--- src/rtl/alu_issue_queue.sv ---
// ---------------------------------------------------------------------------
// alu_issue_queue
//   Age-ordered issue queue for the single-cycle add/logic unit. Entries sit in
//   a shifting array (index 0 oldest), wait for their sources on the CDB, issue
//   oldest-ready-first to the unit and park the result in a one-deep output
//   register until the CDB arbiter grants it.
//
// Ports
//   clk, rst                 clock, synchronous active-high reset
//   flush                    drop every queued entry and the pending result
//   dispatch_*               dispatch handshake and instruction payload
//   cdb_valid/paddr/v        result broadcast used for operand wakeup
//   fu_start, fu_*           issue to the unit; fu_rd_v returns in-cycle
//   out_*                    registered result waiting for the CDB
//   cdb_grant                arbiter accepted out_* this cycle
//   perf_issue_cnt/full_cnt  saturating counters, only with ALU_IQ_PERF_EN
//
// Build option: define ALU_IQ_PERF_EN to add the performance counters.
// ---------------------------------------------------------------------------

package alu_issue_queue_pkg;

  typedef enum logic [2:0] {
    ALU_ADD = 3'd0,
    ALU_SUB = 3'd1,
    ALU_AND = 3'd2,
    ALU_OR  = 3'd3,
    ALU_XOR = 3'd4
  } alu_op_e;

  // Decoded ALU instruction; imm replaces rs2 when use_imm is set.
  typedef struct packed {
    alu_op_e     op;
    logic        use_imm;
    logic [31:0] imm;
  } decode_info_t;

endpackage

module alu_issue_queue
  import alu_issue_queue_pkg::*;
#(
  parameter int unsigned DEPTH         = 4,
  parameter int unsigned PHYS_REG_BITS = 6,
  parameter int unsigned ROB_IDX_BITS  = 5
) (
  input  logic                     clk,
  input  logic                     rst,
  input  logic                     flush,
  input  logic                     dispatch_valid,
  output logic                     dispatch_ready,
  input  decode_info_t             dispatch_decode_info,
  input  logic [PHYS_REG_BITS-1:0] dispatch_rs1_paddr,
  input  logic [PHYS_REG_BITS-1:0] dispatch_rs2_paddr,
  input  logic                     dispatch_rs1_rdy,
  input  logic                     dispatch_rs2_rdy,
  input  logic [31:0]              dispatch_rs1_v,
  input  logic [31:0]              dispatch_rs2_v,
  input  logic [PHYS_REG_BITS-1:0] dispatch_rd_paddr,
  input  logic [ROB_IDX_BITS-1:0]  dispatch_rob_idx,
  input  logic                     cdb_valid,
  input  logic [PHYS_REG_BITS-1:0] cdb_paddr,
  input  logic [31:0]              cdb_v,
  output logic                     fu_start,
  output logic [31:0]              fu_rs1_v,
  output logic [31:0]              fu_rs2_v,
  output decode_info_t             fu_decode_info,
  input  logic [31:0]              fu_rd_v,
  output logic                     out_valid,
  output logic [PHYS_REG_BITS-1:0] out_rd_paddr,
  output logic [ROB_IDX_BITS-1:0]  out_rob_idx,
  output logic [31:0]              out_rd_v,
  input  logic                     cdb_grant
`ifdef ALU_IQ_PERF_EN
  ,
  output logic [31:0]              perf_issue_cnt,
  output logic [31:0]              perf_full_cnt
`endif
);

  localparam int unsigned CNT_W = $clog2(DEPTH + 1);
  localparam int unsigned IDX_W = $clog2(DEPTH);

  typedef struct packed {
    decode_info_t             info;
    logic [PHYS_REG_BITS-1:0] rs1_tag;
    logic                     rs1_rdy;
    logic [31:0]              rs1_v;
    logic [PHYS_REG_BITS-1:0] rs2_tag;
    logic                     rs2_rdy;
    logic [31:0]              rs2_v;
    logic [PHYS_REG_BITS-1:0] rd_paddr;
    logic [ROB_IDX_BITS-1:0]  rob_idx;
  } entry_t;

  entry_t           ent_q [DEPTH];
  entry_t           ent_d [DEPTH];
  entry_t           woken [DEPTH];
  entry_t           new_ent;
  logic [CNT_W-1:0] count_q;
  logic [CNT_W-1:0] count_d;
  logic [CNT_W-1:0] tail;
  logic [IDX_W-1:0] sel_idx;
  logic             sel_found;
  logic             slot_free;
  logic             issue;
  logic             accept;
  logic             wake;

  // Oldest entry with both operands ready, gated by the output slot.
  always_comb begin
    slot_free = !out_valid || cdb_grant;
    sel_found = 1'b0;
    sel_idx   = '0;
    for (int i = int'(DEPTH) - 1; i >= 0; i--) begin
      if ((CNT_W'(i) < count_q) && ent_q[i].rs1_rdy && ent_q[i].rs2_rdy) begin
        sel_found = 1'b1;
        sel_idx   = IDX_W'(i);
      end
    end
    issue = !rst && !flush && slot_free && sel_found;
  end

  // Issue port is zeroed when idle so the unit never sees stale operands.
  always_comb begin
    fu_start       = issue;
    fu_rs1_v       = '0;
    fu_rs2_v       = '0;
    fu_decode_info = '0;
    if (issue) begin
      fu_rs1_v       = ent_q[sel_idx].rs1_v;
      fu_rs2_v       = ent_q[sel_idx].rs2_v;
      fu_decode_info = ent_q[sel_idx].info;
    end
  end

  assign dispatch_ready = !rst && (count_q < CNT_W'(DEPTH));
  assign accept         = dispatch_valid && dispatch_ready && !flush;
  assign wake           = cdb_valid && !flush;

  // Next queue image: wakeup, then compaction past the issued slot, then tail write.
  always_comb begin
    for (int i = 0; i < int'(DEPTH); i++) begin
      woken[i] = ent_q[i];
      if (wake && (CNT_W'(i) < count_q)) begin
        if (!ent_q[i].rs1_rdy && (ent_q[i].rs1_tag == cdb_paddr)) begin
          woken[i].rs1_rdy = 1'b1;
          woken[i].rs1_v   = cdb_v;
        end
        if (!ent_q[i].rs2_rdy && (ent_q[i].rs2_tag == cdb_paddr)) begin
          woken[i].rs2_rdy = 1'b1;
          woken[i].rs2_v   = cdb_v;
        end
      end
    end

    new_ent.info     = dispatch_decode_info;
    new_ent.rs1_tag  = dispatch_rs1_paddr;
    new_ent.rs1_rdy  = dispatch_rs1_rdy;
    new_ent.rs1_v    = dispatch_rs1_v;
    new_ent.rs2_tag  = dispatch_rs2_paddr;
    new_ent.rs2_rdy  = dispatch_rs2_rdy;
    new_ent.rs2_v    = dispatch_rs2_v;
    new_ent.rd_paddr = dispatch_rd_paddr;
    new_ent.rob_idx  = dispatch_rob_idx;
    // A broadcast in the dispatch cycle must not be missed by the new entry.
    if (wake && !dispatch_rs1_rdy && (dispatch_rs1_paddr == cdb_paddr)) begin
      new_ent.rs1_rdy = 1'b1;
      new_ent.rs1_v   = cdb_v;
    end
    if (wake && !dispatch_rs2_rdy && (dispatch_rs2_paddr == cdb_paddr)) begin
      new_ent.rs2_rdy = 1'b1;
      new_ent.rs2_v   = cdb_v;
    end

    ent_d = woken;
    if (issue) begin
      for (int i = 0; i < int'(DEPTH) - 1; i++) begin
        if (IDX_W'(i) >= sel_idx) begin
          ent_d[i] = woken[i + 1];
        end
      end
    end

    tail = count_q - CNT_W'(issue);
    if (accept) begin
      ent_d[IDX_W'(tail)] = new_ent;
    end

    count_d = count_q + CNT_W'(accept) - CNT_W'(issue);
    if (flush) begin
      count_d = '0;
    end
  end

  // Queue state.
  always_ff @(posedge clk) begin
    if (rst) begin
      count_q <= '0;
      for (int i = 0; i < int'(DEPTH); i++) begin
        ent_q[i] <= '0;
      end
    end else begin
      count_q <= count_d;
      ent_q   <= ent_d;
    end
  end

  // One-deep result register toward the CDB; holds until granted.
  always_ff @(posedge clk) begin
    if (rst) begin
      out_valid    <= 1'b0;
      out_rd_v     <= '0;
      out_rd_paddr <= '0;
      out_rob_idx  <= '0;
    end else if (flush) begin
      out_valid <= 1'b0;
    end else if (issue) begin
      out_valid    <= 1'b1;
      out_rd_v     <= fu_rd_v;
      out_rd_paddr <= ent_q[sel_idx].rd_paddr;
      out_rob_idx  <= ent_q[sel_idx].rob_idx;
    end else if (cdb_grant) begin
      out_valid <= 1'b0;
    end
  end

`ifdef ALU_IQ_PERF_EN
  // Saturating counters; flush leaves them alone.
  always_ff @(posedge clk) begin
    if (rst) begin
      perf_issue_cnt <= '0;
      perf_full_cnt  <= '0;
    end else begin
      if (issue && (perf_issue_cnt != '1)) begin
        perf_issue_cnt <= perf_issue_cnt + 32'd1;
      end
      if ((count_q == CNT_W'(DEPTH)) && dispatch_valid && (perf_full_cnt != '1)) begin
        perf_full_cnt <= perf_full_cnt + 32'd1;
      end
    end
  end
`endif

endmodule
--- config.mk ---
export PLATFORM = sky130hd
export DESIGN_NAME = alu_issue_queue
export DESIGN_NICKNAME = d
export VERILOG_FILES = /design/src/rtl/alu_issue_queue.sv
export SDC_FILE = /design/constraint.sdc
export NUM_CORES = 2
export LEC_CHECK = 0
export CORE_AREA = 2 2 228 230
export DETAILED_ROUTE_END_ITERATION = 7
export DIE_AREA = 0 0 230 232
export PLACE_DENSITY = 0.84
export SYNTH_ARGS = -nofsm -noshare
export SYNTH_HDL_FRONTEND = slang
export SYNTH_SLANG_ARGS = --single-unit
export TNS_END_PERCENT = 5
--- constraint.sdc ---
create_clock -name clk -period 4.45 [get_ports clk]
set_input_delay 0.89 -clock clk [delete_from_list [all_inputs] [get_ports clk]]
set_output_delay 0.89 -clock clk [all_outputs]
set_load 0.02 [all_outputs]
-- After elaboration in Yosys (flattened, before gate mapping)
Cells that the tools add are included.
- register bits: 547
- bits in latches: 0
- bits in writable memories: 0
- bits in read-only memories: 0
- bits of input ports: 201
- output and inout bits: 146
- memories kept: 0
- $add $sub $neg: 3
- multiply operators: 0
- div/mod/pow operators: 0
- order comparisons: 11
- equality and inequality tests: 10
- shift-type cells: 0
- mux-type cells: 42
- bitwise operators: 3
- reductions and logical operators: 49
- operators by type and width (operator ; number):
    2-to-1 mux 125 bit ; 6
    2-to-1 mux 33 bit ; 18
    bitwise mux 500 bit ; 1
    2-to-1 mux 500 bit ; 1
    2-to-1 mux 375 bit ; 1
    binary-select mux 125 bit (select 2 bit) ; 1
    demux 125 bit (select 2 bit) ; 1
    2-to-1 mux 32 bit ; 2
    equality test 6 bit ; 10
    2-to-1 mux 36 bit ; 1
    logical AND 1 bit ; 32
    zero test 1 bit ; 13
    2-to-1 mux 2 bit ; 4
    >= comparator 3 bit, second input constant ; 2
    < comparator 1 x 3 -> 1 bit, first input constant ; 2
    < comparator 2 x 3 -> 1 bit, first input constant ; 2
    2-to-1 mux 1 bit ; 6
    NOT 2 -> 3 bit ; 2
    >= comparator 1 x 2 -> 1 bit, first input constant ; 2
    adder 3 x 1 -> 3 bit ; 1
    < comparator 3 x 1 -> 1 bit, second input constant ; 1
    < comparator 3 bit, second input constant ; 1
    subtractor 3 x 1 -> 3 bit ; 1
    >= comparator 2 bit, first input constant ; 1
    6 further kinds ; 6

-- Longest topological paths before layout
- word-level depth: 16
- mapped depth: 19
- gate-level depth less buffers: 14

-- Worst setup path before layout
Ideal clock, no wire load.
- path kind: in2reg
- start point: input rst
- end point: register ent_q[440] in the netlist's numbering
- arrival time: 4.257 ns
- data required time: 4.371 ns
- setup slack: 0.114 ns
- stages on the path: 18
- cells stage by stage: buf_2 -> or2_1 -> clkbuf_1 -> nor2_2 -> nand2b_1 -> clkbuf_1 -> clkinv_1 -> clkbuf_1 -> ha_1 -> buf_1 -> nand3_1 -> nand2b_1 -> clkbuf_1 -> nor3_1 -> clkbuf_1 -> clkbuf_1 -> a22oi_1 -> o211ai_1
- longest elaborated chain between the ends: 12
- RTL lines (item ; RTL line ; text):
    start, declared ; 48 ; input logic rst,
    zero test 1 bit (*) ; 121 ; issue = !rst && !flush && slot_free && sel_found;
    logical AND 1 bit (*) (3 in a row) ; 121 ;
    net fu_start ; 64 ; output logic fu_start,
    subtractor 2 x 1 -> 2 bit ; 185 ; tail = count_q - CNT_W'(issue);
    NOT 2 -> 3 bit (implied by the code) ; 187 ; ent_d[IDX_W'(tail)] = new_ent;
    >= comparator 3 bit (implied by the code) or < comparator 3 x 1 -> 1 bit (tied branches) ; 187 ;
    logical AND 1 bit (implied by the code) ; 187 ;
    2-to-1 mux 125 bit (implied by the code) ; 187 ;
    demux 125 bit (select 2 bit) ; 187 ;
    bitwise mux 500 bit ; 187 ;
    2-to-1 mux 500 bit (*) ; 186 ; if (accept) begin
    end signal, assigned ; 205 ; ent_q <= ent_d;
    end, declared ; 96 ; entry_t ent_q [DEPTH];
The timed path passes the listed nets; every way through them passes the cells marked *.
A chain may end at the register's enable or synchronous reset.

-- Final worst setup path
- start point: register count_q[1]
- end point: output fu_rs2_v[26]
- longest elaborated chain between the ends: 12
- RTL lines (item ; RTL line ; text):
    start, declared ; 100 ; logic [CNT_W-1:0] count_q;
    start signal, assigned ; 204 ; count_q <= count_d;
    < comparator 2 x 3 -> 1 bit ; 116 ; if ((CNT_W'(i) < count_q) && ent_q[i].rs1_rdy && ent_q[i].rs2_rdy) begin
    logical AND 1 bit (2 in a row) ; 116 ;
    2-to-1 mux 2 bit (4 in a row) ; 116 ;
    NOT 2 -> 3 bit (implied by the code) ; 132 ; fu_rs2_v = ent_q[sel_idx].rs2_v;
    binary-select mux 125 bit (select 2 bit) ; 132 ;
    2-to-1 mux 125 bit (2 in a row) ; - ;
    2-to-1 mux 32 bit (*) ; 130 ; if (issue) begin
    end, declared ; 66 ; output logic [31:0] fu_rs2_v,
Every way passes the cells marked *; elsewhere a longest branch is shown, timed or not. The select of a mux whose other input is x is not followed.

==> results.md <==
* Status: finished with violations
* Failing checks: setup timing
* Vias post-DR at roughly 29k
* Type of the tightest min-delay check: reg2reg
* Filler Cells Inserted at slightly above 4k
* Adder-cell share of the synthesized area at less than 1%
* Syn Area/Cell at ~8.4 µm²
* Yosys cell types at 68
* Die Area at 53400 µm²
* CP Cell Sequence: inv_1 -> ha_2 -> and2b_2 -> nor2_2 -> o31ai_4 -> buf_12 -> bufbuf_16 -> mux2i_1 -> o22ai_1 -> clkdlybuf4s50_1
* Cells on worst reg2reg path at 13
* Reg power frac at 46.6%
* Final Worst Setup Slack at -33.6 ps
* DIE WIDTH at roughly 230 µm
* Reg2reg end: ent_q[323]
* Post-synth EDFFs at 0
* Critical path data arrival time at about 3600 ps
* Main combinational cell family by area after synthesis: compound AO/OA/AOI/OAI gates
* Critical path's slowest cell: clkdlybuf4s50_1
* R2R Path Start: count_q[1]
* Hold Fails Final Rpt at 0
* Synth Area in Compound Gates at 25.2%
* Post-CTS Hold Fix Bufs at 0
* Max frequency at approximately 0.22 GHz
* Fraction of synthesis flops using an asynchronous set or reset pin at 0%
* Pin count of the biggest net entering global routing at roughly 210
* Layout Skew at 26.9 ps
* Place WS at about 110 ps
* Sequential cell area at ~11000 µm²
* Tmin final at 4480 ps
* R2R Setup Slk at approximately 460 ps
* YS warnings at 0
* Post-synthesis simple-gate area fraction at 16.6%
* CP endpoint kind: output pin
* Worst hold margin at 446 ps
* WL met1 at around 38000 µm
* Setup TNS Final at -43.8 ps
* Worst EP required at about 3600 ps
* Area growth syn-to-layout at 21.4%
* Max layer used: met5
* Max-slew violations at 0
* Final RePlAce weighted congestion at around 0.91
* Ys flop type: dfxtp_1
* Post-Syn Area at roughly 29000 µm²
* First-pass GRT wire length at between 150000 and 200000 µm
* Crit share post-route at 101%
* Pre-antenna DRT Iters at 7
* Proportion of layout cells with a drive suffix above 1 at 10.3%
* Num ports at 347
* Core area at 50900 µm²
* Post-DR wirelength/cell at 23.5 µm
* H-tree levels at 2
* Crit path buf inv count at 4
* Dpl hpwl at around 60000 µm
* Crit. Startpoint: count_q[1]
* Vias in the first global route at 27.8k
* Drt via density at between 6 and 7
* Clk slew on worst S/H paths at 60 ps
* Port bufs at ~350
* Final WL at between 100000 and 150000 µm
* Power Density at a little over 300 nW/µm²
* # setup viols final at 2
* P_int at 8230 µW
* Lkg Pwr at 0.0130 µW
* Number of max-cap violations at 0
* Max rail drop VDD at between 300 and 400 µV
* Proportion of power drawn by the clock network at around 46%
* Psw at about 2600 µW
* Root buffer cell: clkbuf_16
* Area of the multi-input gates at roughly 16000 µm²
* DR DRC count at 0
* Clk sink count at ~550
* Routed Antenna Nets at 0
* Die Y at 232 µm
* Worst path top cell family by delay: buffers and inverters
* Slew HR at between 20% and 30%
* Comb power frac at under 10%
* Core Rows at 83
* Starting Density at between 50% and 60%
* Sw Ratio at between 20% and 30%
* Worst-margin pin slew at between 1000 and 1500 ps
* Sequential share of the synthesized area at 38.2%
* Syn nets at 3626
* Commonest non-fill, non-tap cells in the layout: nand2_1, dfxtp_1, nor2_1, mux2i_1, clkdlybuf4s50_1
* Final nets at 3773
* Worst-case clock buffer depth at 3
* #FFs+latches synth at approximately 550
* Met3 WL post-DR at roughly 12000 µm
* RSZ-0062 raised after global routing: yes
* Tot Pwr at 10800 µW
* WL met2 at 44900 µm
* WS Path Type: reg2out
* Overall routing resource usage at a little over a third
* Clock Latency Late Sink at between 600 and 700 ps
* Initial antenna violation count at 11
* WP depth at 10
* Global route total overflow at 0
* CP Launch Type: flop
* Cells after Synth at roughly 3.4k
* Crit path max fanout at 25
* Clock buffer count from CTS at 58
* Mux share of post-synthesis cell area at about an eighth
* Setup Buffers After CTS at 0
* CTS tree: yes
* Crit path to: fu_rs2_v[26]
* Largest stage delay on the critical path at ~560 ps
* Starting DRC count in detailed routing at about 3.6k
* XOR/XNOR Fraction of Synth Area at around 1.9%
cell usage after synthesis, drive strengths merged (14+ instances only):
cell	count	area (µm²)
a2bb2oi	58	508
o2111ai	18	158
inv	41	154
nor2	315	1180
mux2	55	619
xor2	19	166
clkbuf	271	1020
dfxtp	547	11000
buf	83	407
or3	16	100
a22o	34	298
a21o	41	308
xnor2	44	385
o211ai	90	676
nand2	550	2060
and2	15	93.8
o22ai	102	638
o221ai	31	272
o311ai	14	123
a311oi	118	1030
mux2i	287	2870
o221a	64	721
a211oi	120	901
nor3	115	576
a22oi	16	120
a221o	18	180
nand3	64	320
a211o	33	289
a21oi	139	699
power by group through the flow:
stage	combinational [µW]	sequential [µW]	clock [µW]
after global routing	840	5040	5180
after CTS	770	5030	4980
after global placement	754	5130	0
after detailed placement	763	5130	0
final	793	5030	4970
after floorplan	400	5120	0
worst min path at each step:
stage | cells past startpoint | end | slack [ps] | start
after floorplan | 2 | ent_q[390] | 440 | ent_q[390]
after global placement | 1 | out_rd_paddr[3] | 430 | out_rd_paddr[3]
after detailed placement | 1 | out_rob_idx[3] | 440 | out_rob_idx[3]
after CTS | 1 | out_rd_paddr[4] | 450 | out_rd_paddr[4]
after global routing | 2 | out_rd_v[14] | 470 | out_rd_v[14]
final | 1 | out_rd_paddr[4] | 450 | out_rd_paddr[4]
metrics by stage:
| step | util [%] | instances | cell area (µm²) |
|---|---|---|---|
| after floorplan | - | 3419 | 28700 |
| after global placement | 64.3 | 4185 | 32700 |
| after detailed placement | 64.3 | 4185 | 32700 |
| after CTS | 68.2 | 4293 | 34700 |
| after global routing | 68.4 | 4295 | 34800 |
| final | 68.4 | 4297 | 34800 |
timing repair:
| action | 4_1_cts | 5_1_grt |
|---|---|---|
| cloned | 1 | 0 |
| pin swaps | 0 | 0 |
| endpoints found under the setup margin | 91 | 72 |
| resized for setup | 70 | 29 |
metal layers:
layer	up-vias	track usage (%)
met3	409	9.38
li1	12859	-
met4	14	21.9
met1	13603	45.8
met5	-	0
met2	1932	56.8
cells by family (layout without fill, tap and decap cells):
kind of cell	Yosys count	count (layout)
compound gates	936	936
xor+xnor	63	63
fa+ha+maj	6	6
buf+inv	396	590
flops	547	547
mux	342	342
other cells	0	4
simple gates	1129	1129
cell type report:
type	instances	area share [%]
Antenna cell	4	0.0288
Clock buffer	94	5.25
Clock inverter	13	0.363
Inverter	42	0.453
Multi-Input combinational cell	2476	47.1
Sequential cell	547	31.5
Tap cell	680	2.44
Timing Repair Buffer	441	12.9
No activity file was read; power rests on OpenSTA's default activity.
